[src/rtl/fmc_pkg.sv]
// Shared types and timing defaults for the FMC-style SRAM bus master,
// its register-file responder and the bench.
package fmc_pkg;

    localparam int FMC_ADDR_W = 20;
    localparam int FMC_DATA_W = 16;

    localparam int FMC_ADDSET_DEF = 2;
    localparam int FMC_DATAST_DEF = 4;
    localparam int FMC_HOLD_DEF   = 1;
    localparam int FMC_TURN_DEF   = 1;

    typedef enum logic [2:0] {
        S_IDLE   = 3'd0,
        S_SETUP  = 3'd1,
        S_STROBE = 3'd2,
        S_HOLD   = 3'd3,
        S_TURN   = 3'd4
    } fmc_state_t;

    function automatic int fmc_max4(input int a, input int b, input int c, input int d);
        int m;
        m = a;
        if (b > m) m = b;
        if (c > m) m = c;
        if (d > m) m = d;
        return m;
    endfunction

endpackage

[src/rtl/fmc_phase_counter.sv]
// Phase down-counter: reloads on state entry, counts to zero, flags done at zero.
module fmc_phase_counter #(
    parameter int CNT_W = 3
) (
    input  logic             i_clk,
    input  logic             i_reset,
    input  logic             i_load,
    input  logic [CNT_W-1:0] i_load_val,
    input  logic             i_dec,
    output logic             o_done
);

    logic [CNT_W-1:0] r_cnt;

    always_ff @(posedge i_clk) begin
        if (i_reset) begin
            r_cnt <= '0;
        end else if (i_load) begin
            r_cnt <= i_load_val;
        end else if (i_dec && (r_cnt != '0)) begin
            r_cnt <= r_cnt - 1'b1;
        end
    end

    assign o_done = (r_cnt == '0);

endmodule

[src/rtl/fmc_bus_master.sv]
// Single-word initiator for an asynchronous SRAM-style bus: turns read/write
// commands into SETUP/STROBE/HOLD/TURN timed cycles with registered pad outputs.
module fmc_bus_master
    import fmc_pkg::*;
#(
    parameter int ADDSET = FMC_ADDSET_DEF,
    parameter int DATAST = FMC_DATAST_DEF,
    parameter int HOLD   = FMC_HOLD_DEF,
    parameter int TURN   = FMC_TURN_DEF
) (
    input  logic                  i_clk,
    input  logic                  i_reset,
    input  logic                  i_cmd_valid,
    output logic                  o_cmd_ready,
    input  logic                  i_cmd_write,
    input  logic [FMC_ADDR_W-1:0] i_cmd_addr,
    input  logic [FMC_DATA_W-1:0] i_cmd_wdata,
    input  logic [1:0]            i_cmd_be,
    output logic                  o_rsp_valid,
    output logic [FMC_DATA_W-1:0] o_rsp_rdata,
    output logic [FMC_ADDR_W-1:0] o_bus_addr,
    output logic [FMC_DATA_W-1:0] o_bus_dout,
    input  logic [FMC_DATA_W-1:0] i_bus_din,
    output logic                  o_bus_doe,
    output logic                  o_bus_ne,
    output logic                  o_bus_noe,
    output logic                  o_bus_nwe,
    output logic [1:0]            o_bus_nbl
);

    if (ADDSET < 1 || DATAST < 1 || HOLD < 1 || TURN < 1) begin : g_param_err
        $error("fmc_bus_master: ADDSET, DATAST, HOLD and TURN must all be >= 1");
    end

    localparam int CNT_W = $clog2(fmc_max4(ADDSET, DATAST, HOLD, TURN)) + 1;
    localparam logic [CNT_W-1:0] L_SETUP  = CNT_W'(ADDSET - 1);
    localparam logic [CNT_W-1:0] L_STROBE = CNT_W'(DATAST - 1);
    localparam logic [CNT_W-1:0] L_HOLD   = CNT_W'(HOLD - 1);
    localparam logic [CNT_W-1:0] L_TURN   = CNT_W'(TURN - 1);

    fmc_state_t            r_state;
    fmc_state_t            w_state_next;
    logic                  r_write;
    logic [1:0]            r_be;
    logic                  w_accept;
    logic                  w_done;
    logic                  w_load;
    logic [CNT_W-1:0]      w_load_val;
    logic                  w_write_sel;
    logic [1:0]            w_be_sel;
    logic                  w_active;
    logic                  w_ne;
    logic                  w_noe;
    logic                  w_nwe;
    logic                  w_doe;
    logic [1:0]            w_nbl;
    logic                  w_rsp_valid;

    assign o_cmd_ready = (r_state == S_IDLE) && !i_reset;
    assign w_accept    = i_cmd_valid && (r_state == S_IDLE);

    fmc_phase_counter #(.CNT_W(CNT_W)) u_phase_cnt (
        .i_clk      (i_clk),
        .i_reset    (i_reset),
        .i_load     (w_load),
        .i_load_val (w_load_val),
        .i_dec      (r_state != S_IDLE),
        .o_done     (w_done)
    );

    always_ff @(posedge i_clk) begin
        if (i_reset) begin
            r_state <= S_IDLE;
        end else begin
            r_state <= w_state_next;
        end
    end

    always_comb begin
        w_state_next = r_state;
        unique case (r_state)
            S_IDLE:   if (w_accept) w_state_next = S_SETUP;
            S_SETUP:  if (w_done)   w_state_next = S_STROBE;
            S_STROBE: if (w_done)   w_state_next = S_HOLD;
            S_HOLD:   if (w_done)   w_state_next = S_TURN;
            S_TURN:   if (w_done)   w_state_next = S_IDLE;
            default:                w_state_next = S_IDLE;
        endcase
    end

    // Outputs are decoded from the next state and registered, so each pad
    // changes on the same edge as the state it belongs to.
    always_comb begin
        w_load      = (w_state_next != r_state);
        w_load_val  = '0;
        unique case (w_state_next)
            S_SETUP:  w_load_val = L_SETUP;
            S_STROBE: w_load_val = L_STROBE;
            S_HOLD:   w_load_val = L_HOLD;
            S_TURN:   w_load_val = L_TURN;
            default:  w_load_val = '0;
        endcase
        w_write_sel = w_accept ? i_cmd_write : r_write;
        w_be_sel    = w_accept ? i_cmd_be    : r_be;
        w_active    = (w_state_next == S_SETUP) || (w_state_next == S_STROBE) ||
                      (w_state_next == S_HOLD);
        w_ne        = !w_active;
        w_noe       = !((w_state_next == S_STROBE) && !w_write_sel);
        w_nwe       = !((w_state_next == S_STROBE) && w_write_sel);
        w_doe       = w_active && w_write_sel;
        w_nbl       = !w_active ? 2'b11 : (w_write_sel ? ~w_be_sel : 2'b00);
        w_rsp_valid = (w_state_next == S_TURN) && (r_state == S_HOLD);
    end

    always_ff @(posedge i_clk) begin
        if (i_reset) begin
            r_write     <= 1'b0;
            r_be        <= 2'b00;
            o_bus_addr  <= '0;
            o_bus_dout  <= '0;
            o_bus_ne    <= 1'b1;
            o_bus_noe   <= 1'b1;
            o_bus_nwe   <= 1'b1;
            o_bus_nbl   <= 2'b11;
            o_bus_doe   <= 1'b0;
            o_rsp_valid <= 1'b0;
            o_rsp_rdata <= '0;
        end else begin
            if (w_accept) begin
                r_write    <= i_cmd_write;
                r_be       <= i_cmd_be;
                o_bus_addr <= i_cmd_addr;
                if (i_cmd_write) o_bus_dout <= i_cmd_wdata;
            end
            o_bus_ne    <= w_ne;
            o_bus_noe   <= w_noe;
            o_bus_nwe   <= w_nwe;
            o_bus_nbl   <= w_nbl;
            o_bus_doe   <= w_doe;
            o_rsp_valid <= w_rsp_valid;
            // Sample the pads only once, at the end of the strobe window.
            if ((r_state == S_STROBE) && w_done && !r_write) begin
                o_rsp_rdata <= i_bus_din;
            end
        end
    end

endmodule

[config.mk]
export PLATFORM = sky130hd
export DESIGN_NAME = fmc_bus_master
export DESIGN_NICKNAME = d
export VERILOG_FILES = /design/src/rtl/fmc_pkg.sv /design/src/rtl/fmc_phase_counter.sv /design/src/rtl/fmc_bus_master.sv
export SDC_FILE = /design/constraint.sdc
export NUM_CORES = 1
export LEC_CHECK = 0
export CAP_MARGIN = 40
export CORE_MARGIN = 5
export CORE_UTILIZATION = 45
export DETAILED_ROUTE_END_ITERATION = 10
export DONT_BUFFER_PORTS = 1
export REMOVE_ABC_BUFFERS = 1
export SLEW_MARGIN = 25
export SYNTH_ARGS = -nofsm -noshare
export SYNTH_HDL_FRONTEND = slang
export SYNTH_SLANG_ARGS = --single-unit
[constraint.sdc]
create_clock -name i_clk -period 2.07 [get_ports i_clk]
set_clock_uncertainty 0.1 [all_clocks]
set_input_delay 0.414 -clock i_clk [delete_from_list [all_inputs] [get_ports i_clk]]
set_output_delay 0.414 -clock i_clk [all_outputs]
set_load 0.03 [all_outputs]
Word level (Yosys, flattened, before mapping)
Index checks and enable logic that the tools add are counted.
W data, S select, Z words.
{ "op_classes": {"mux": 12, "n_bitwise": 2, "n_addsub": 1, "reduce_logical": 24, "eq_ne": 9} }
{ "ops": {"columns": ["op", "count"], "rows": [
  ["$mux W3", 7],
  ["$pmux W3 S5", 1],
  ["$eq A3 B2 Y1 const B", 4],
  ["$logic_and A1 B1 Y1", 9],
  ["$eq A3 B1 Y1 const B", 2],
  ["$eq A3 B3 Y1 const B", 2],
  ["$logic_not A1 Y1", 6],
  ["$logic_not A3 Y1", 2],
  ["$reduce_bool A3 Y1", 2],
  ["$mux W2", 2],
  ["$pmux W2 S2", 1],
  ["$ne A3 B3 Y1", 1],
  ["$sub A3 B1 Y3 const B", 1],
  ["$logic_or A1 B1 Y1", 2],
  ["$not A2 Y2", 1],
  ["$reduce_and A2 Y1", 1],
  ["$reduce_bool A2 Y1", 1],
  ["$reduce_or A2 Y1", 1],
  ["$mux W1", 1],
  ["$not A1 Y1", 1]
]} }
{ "totals": {"regBits": 68, "inputBits": 58, "out_inout_bits": 60, "elab_cells": 61} }

Longest topological paths before layout
{ "logic_depth": {"ltp_word": 9, "ltp_mapped": 7, "depth_no_buf": 6} }

By module
A second synthesis with hierarchy kept.
{ "unflattened": {"cells_unflattened": 314, "area_unflattened_um2": 2788.9} }
{ "modules_own_cells": {"columns": ["module", "area_each_um2", "seq_area_each_um2", "n_inst", "cells_each"], "rows": [
  ["fmc_bus_master", 2606.2, 1301.2, 1, 293],
  ["fmc_phase_counter", 182.7, 60.1, 1, 21]
]} }

Worst setup path before layout
Ideal clock, no wire load.
{ "synth_timing": {"path_type": "input port to output port", "from": "in i_reset", "to": "out o_cmd_ready", "stages": 3, "slack_ns": -0.141, "path_buffers": 2, "required_ns": 1.556, "arrival_ns": 1.697, "path_cell_list": "clkbuf_1 > buf_1 > nor4_1"} }
{ "synth_between": {"elab_chain_len": 2} }
{ "synth_lines": {"columns": ["item", "line", "rtl"], "rows": [
  ["start: declaration", "fmc_bus_master.sv:12", "input logic i_reset,"],
  ["$logic_not A1 Y1", "fmc_bus_master.sv:59", "assign o_cmd_ready = (r_state == S_IDLE) && !i_reset;"],
  ["$logic_and A1 B1 Y1", "fmc_bus_master.sv:59", null],
  ["end: declaration", "fmc_bus_master.sv:14", "output logic o_cmd_ready,"]
]} }
Every way passes these cells.

Worst setup path after layout
{ "layout_timing": {"from": "reg r_state[2]", "to": "out o_cmd_ready"} }
{ "layout_between": {"elab_chain_len": 2} }
{ "layout_lines": {"columns": ["item", "line", "rtl"], "rows": [
  ["start: declaration", "fmc_bus_master.sv:41", "fmc_state_t r_state;"],
  ["start signal: assignment", "fmc_bus_master.sv:75", "r_state <= w_state_next;"],
  ["$logic_not A3 Y1", "fmc_bus_master.sv:59", null],
  ["$logic_and A1 B1 Y1", "fmc_bus_master.sv:59", null]
]} }
Every way passes these cells.

==> impl_summary.md <==
Status
The flow ran to the end, and the final reports show no timing, DRC or antenna violations.

CTS
TritonCTS built the clock tree. CTS built an H-tree with a depth of 3. For this design, the sink count on the clock tree is ~70. The post-CTS setup buffer count is 0.

The total of hold buffers inserted after clock tree synthesis is 0. The clock latency of the later-clocked register in the worst-skew pair is roughly 0.33 ns. No sink is reached through more buffers than the 2 on the longest clock path. The post-cts gate resize count is 0. The number of buffers created by CTS is 9. The clock transition at the registers of the reported paths is around 0.070 ns. The cell sitting at the root of the clock tree is a clkbuf_8.

Min path
The path with the worst hold slack has its endpoint at o_bus_addr[16]. The min-delay analysis places its worst path in the category primary input to register. The cell count of the worst hold path is 1. The worst hold path begins at i_reset.

Setup path
The worst setup path category is register to output pin. In this run the worst path has a maximum fanout of 12. For the worst setup path, the data arrival time is ~1.3 ns. The number of cells traversed by the worst register-to-register path is 4. The endpoint identified for the worst register-to-register timing path is o_bus_dout[4].

The launching element type of the critical path is a register. The worst register-to-register path begins at r_state[2]. STA classifies the critical path endpoint as an output pin. The most critical setup path has its startpoint at r_state[2]. The slack of the worst reg-to-reg path is between 0.3 and 0.4 ns. For the worst setup path, the data required time is approximately 1.6 ns.

Final layout
0 antenna diodes ended up in the layout. The share of the core filled with cells is between 40% and 50%. The area overhead of the layout relative to synthesis is 7.215%. The layout net count is ~370. The fraction of layout instances using a drive strength above 1 is between 10% and 20%. After routing the design area is slightly below 0.003 mm2.

Synth
By count the netlist is led by dfxtp_1, a21oi_1, nand2_1. The synthesized netlist occupies a cell area of around 0.0027 mm2. By area the synthesized netlist is led by dfxtp_1, a21oi_1, nand3_1, nand2_1, o21ai_0.

Sequential cells were found to cover about half of the synthesized design area. The fraction of registers with async set/reset is 0%. After technology mapping, the gate count stands at 321. The biggest area contributor in the post-synthesis netlist is dfxtp_1. In the post-synthesis netlist, the cell with the most instances is dfxtp_1. Counting flops with a built-in enable in the synthesized netlist gives 0. After synthesis the netlist holds a flip-flop and latch count of 68.

The most used flip-flop cell after synthesis is dfxtp_1. The synthesized design devotes to its leading area cell type between 40% and 50% of total area. The total number of yosys warnings is 0. The count of distinct cell types in the synthesized netlist is 39. The average footprint of a synthesized cell is ~8.5 um2.

Power and ir drop
The power per unit of standard cell area is between 1000 and 1500 mW/mm2. In this run the static leakage power is slightly above 1 nW. The worst vdd rail ir drop is between 500 and 600 uV.

Floorplanning
The die footprint is roughly 0.0078 mm2. The floorplan has 28 rows. The width of the chip is 88.04 um.

For this configuration, the core starts out at a cell density of 46.28%. The vertical die dimension is roughly 90 um. The core area is between 0.005 and 0.006 mm2. During I/O placement, the number of pins put on the boundary was 118.

STA
Setup repair after global routing left no endpoint under its margin. Setup violations remaining at the end of the flow were counted as 0. Setup total negative slack on the finished layout was measured at 0 ns. The max-slew violation count is 0. Timing would allow up to about 540 MHz. In this run the tightest slew margin relative to its limit is approximately 76%.

The slew of the pin with the lowest slew margin is approximately 0.36 ns. The count of endpoints failing hold in the final timing report came to 0. The final critical path takes up 89.78% of the cycle.

Counting I/O delays and the setup requirement, the final critical path takes about 1.9 ns.

Detailed routing
Summed over all layers, the routed wires come to 6610 um. For this block, the via count after detailed routing is 2195. After detailed routing, the number of remaining DRC violations is 0. Using the TritonRoute via totals, the vias-per-cell ratio works out to about 5.6. The number of detailed-route iterations in the first pass is 6. The residual antenna-violating net count after detailed routing is 0. The first routing iteration left around 120 violations. In the final routed layout, each cell accounts on average for 16.82 um.

GRT
The number of global-route vias before repair was a little over 2000. The global router's overall resource usage is ~17%. The sum of overflow across all layers after global routing is 0.

The first global-routing pass estimated roughly 10000 um of wire. Entering global routing, the biggest net connects between 60 and 70 pins. The initial antenna violation count is 0.

Placed design
The HPWL after detailed placement is 4330 um. The instance area at placement is around 0.0027 mm2. The quantity of I/O buffers inserted on ports is 0.

The last weighted congestion value of the routability-driven placer is around 0.74.

Job
Max-cap violations in this run came to 0.
[per-stage QoR]
stage | worst slack, ns | total power, mW | hold slack, ns | instances
after floorplan | -0.2399 | 2.227 | 0.3306 | 292
after global placement | 0.3574 | 2.450 | 0.3404 | 377
final | 0.2115 | 3.516 | 0.04494 | 393
after global routing | 0.09516 | 3.719 | 0.01862 | 393
after detailed placement | 0.3271 | 2.460 | 0.3445 | 377
after CTS | 0.1840 | 3.571 | 0.02610 | 393
[worst max-delay path by stage]
stage               cells past startpoint  slack [ns]       endpoint
CTS                                     3        0.18    o_cmd_ready
finish                                  3        0.21    o_cmd_ready
detailed placement                      4        0.33  o_bus_dout[4]
global route                            3         0.1    o_cmd_ready
global placement                        4        0.36  o_bus_dout[0]
floorplan                               3       -0.24      o_bus_nwe
[registers in the layout (all words and copies together) (netlist names)]
register           flops
o_bus_addr            20
o_bus_noe              1
o_bus_dout            16
o_bus_ne               1
r_state                3
o_bus_nwe              1
o_rsp_rdata           16
o_bus_doe              1
r_be                   2
u_phase_cnt.r_cnt      3
r_write                1
o_bus_nbl              2
o_rsp_valid            1
[where the power goes]
part | switching, mW | internal, mW | total (mW)
logic | 0.436 | 0.251 | 0.687
registers | 0.291 | 1.44 | 1.73
clock network | 0.477 | 0.619 | 1.10
[layout by cell type (no fill, tap or decap), types with 2 or more instances in the layout]
master	n
nor2_1	7
clkbuf_8	11
clkinv_2	2
buf_4	10
or3_1	2
nor2b_1	2
nand2b_1	3
dfxtp_1	68
nand2_1	46
o21ai_0	28
o311ai_1	2
nand3_1	37
ha_1	2
nor4b_4	2
inv_1	6
a21oi_1	56
o21ai_1	8
or4b_4	2
nand3b_1	3
[per-layer routing]
metal	vias up	track usage [%]	wire (um)
li1	1100	-	-
met2	95	24.52	2960
met5	-	0	0
met4	0	5.495	59
met3	5	9.407	842
met1	995	20.79	2748
[layout make-up]
class	count	area, um2
clock inverters	4	47.55
multi-input cells	217	1179
clock buffers	12	155.1
inverters	7	26.28
repair buffers	10	75.07
fillers	558	2983
well taps	75	93.84
flip-flops and latches	68	1361
[kinds of logic (layout without fill, tap and decap cells)]
family	after synthesis	after routing	share of synthesized area, %
AOI/OAI and AO/OA	102	102	20.09
buffers and inverters	36	33	7.306
muxes	1	1	0.3653
and+or+nand+nor	111	111	21.32
adders and majority gates	2	2	0.9131
xor gates and xnor gates	1	1	0.3197
DFF	68	68	49.68
[worst max-delay path: stages (launching register included)]
cell and delay, ns:
dfxtp_1 0.31, buf_4 0.18, nor4_1 0.31, buf_4 0.21
(Power assumes the default switching activity.)
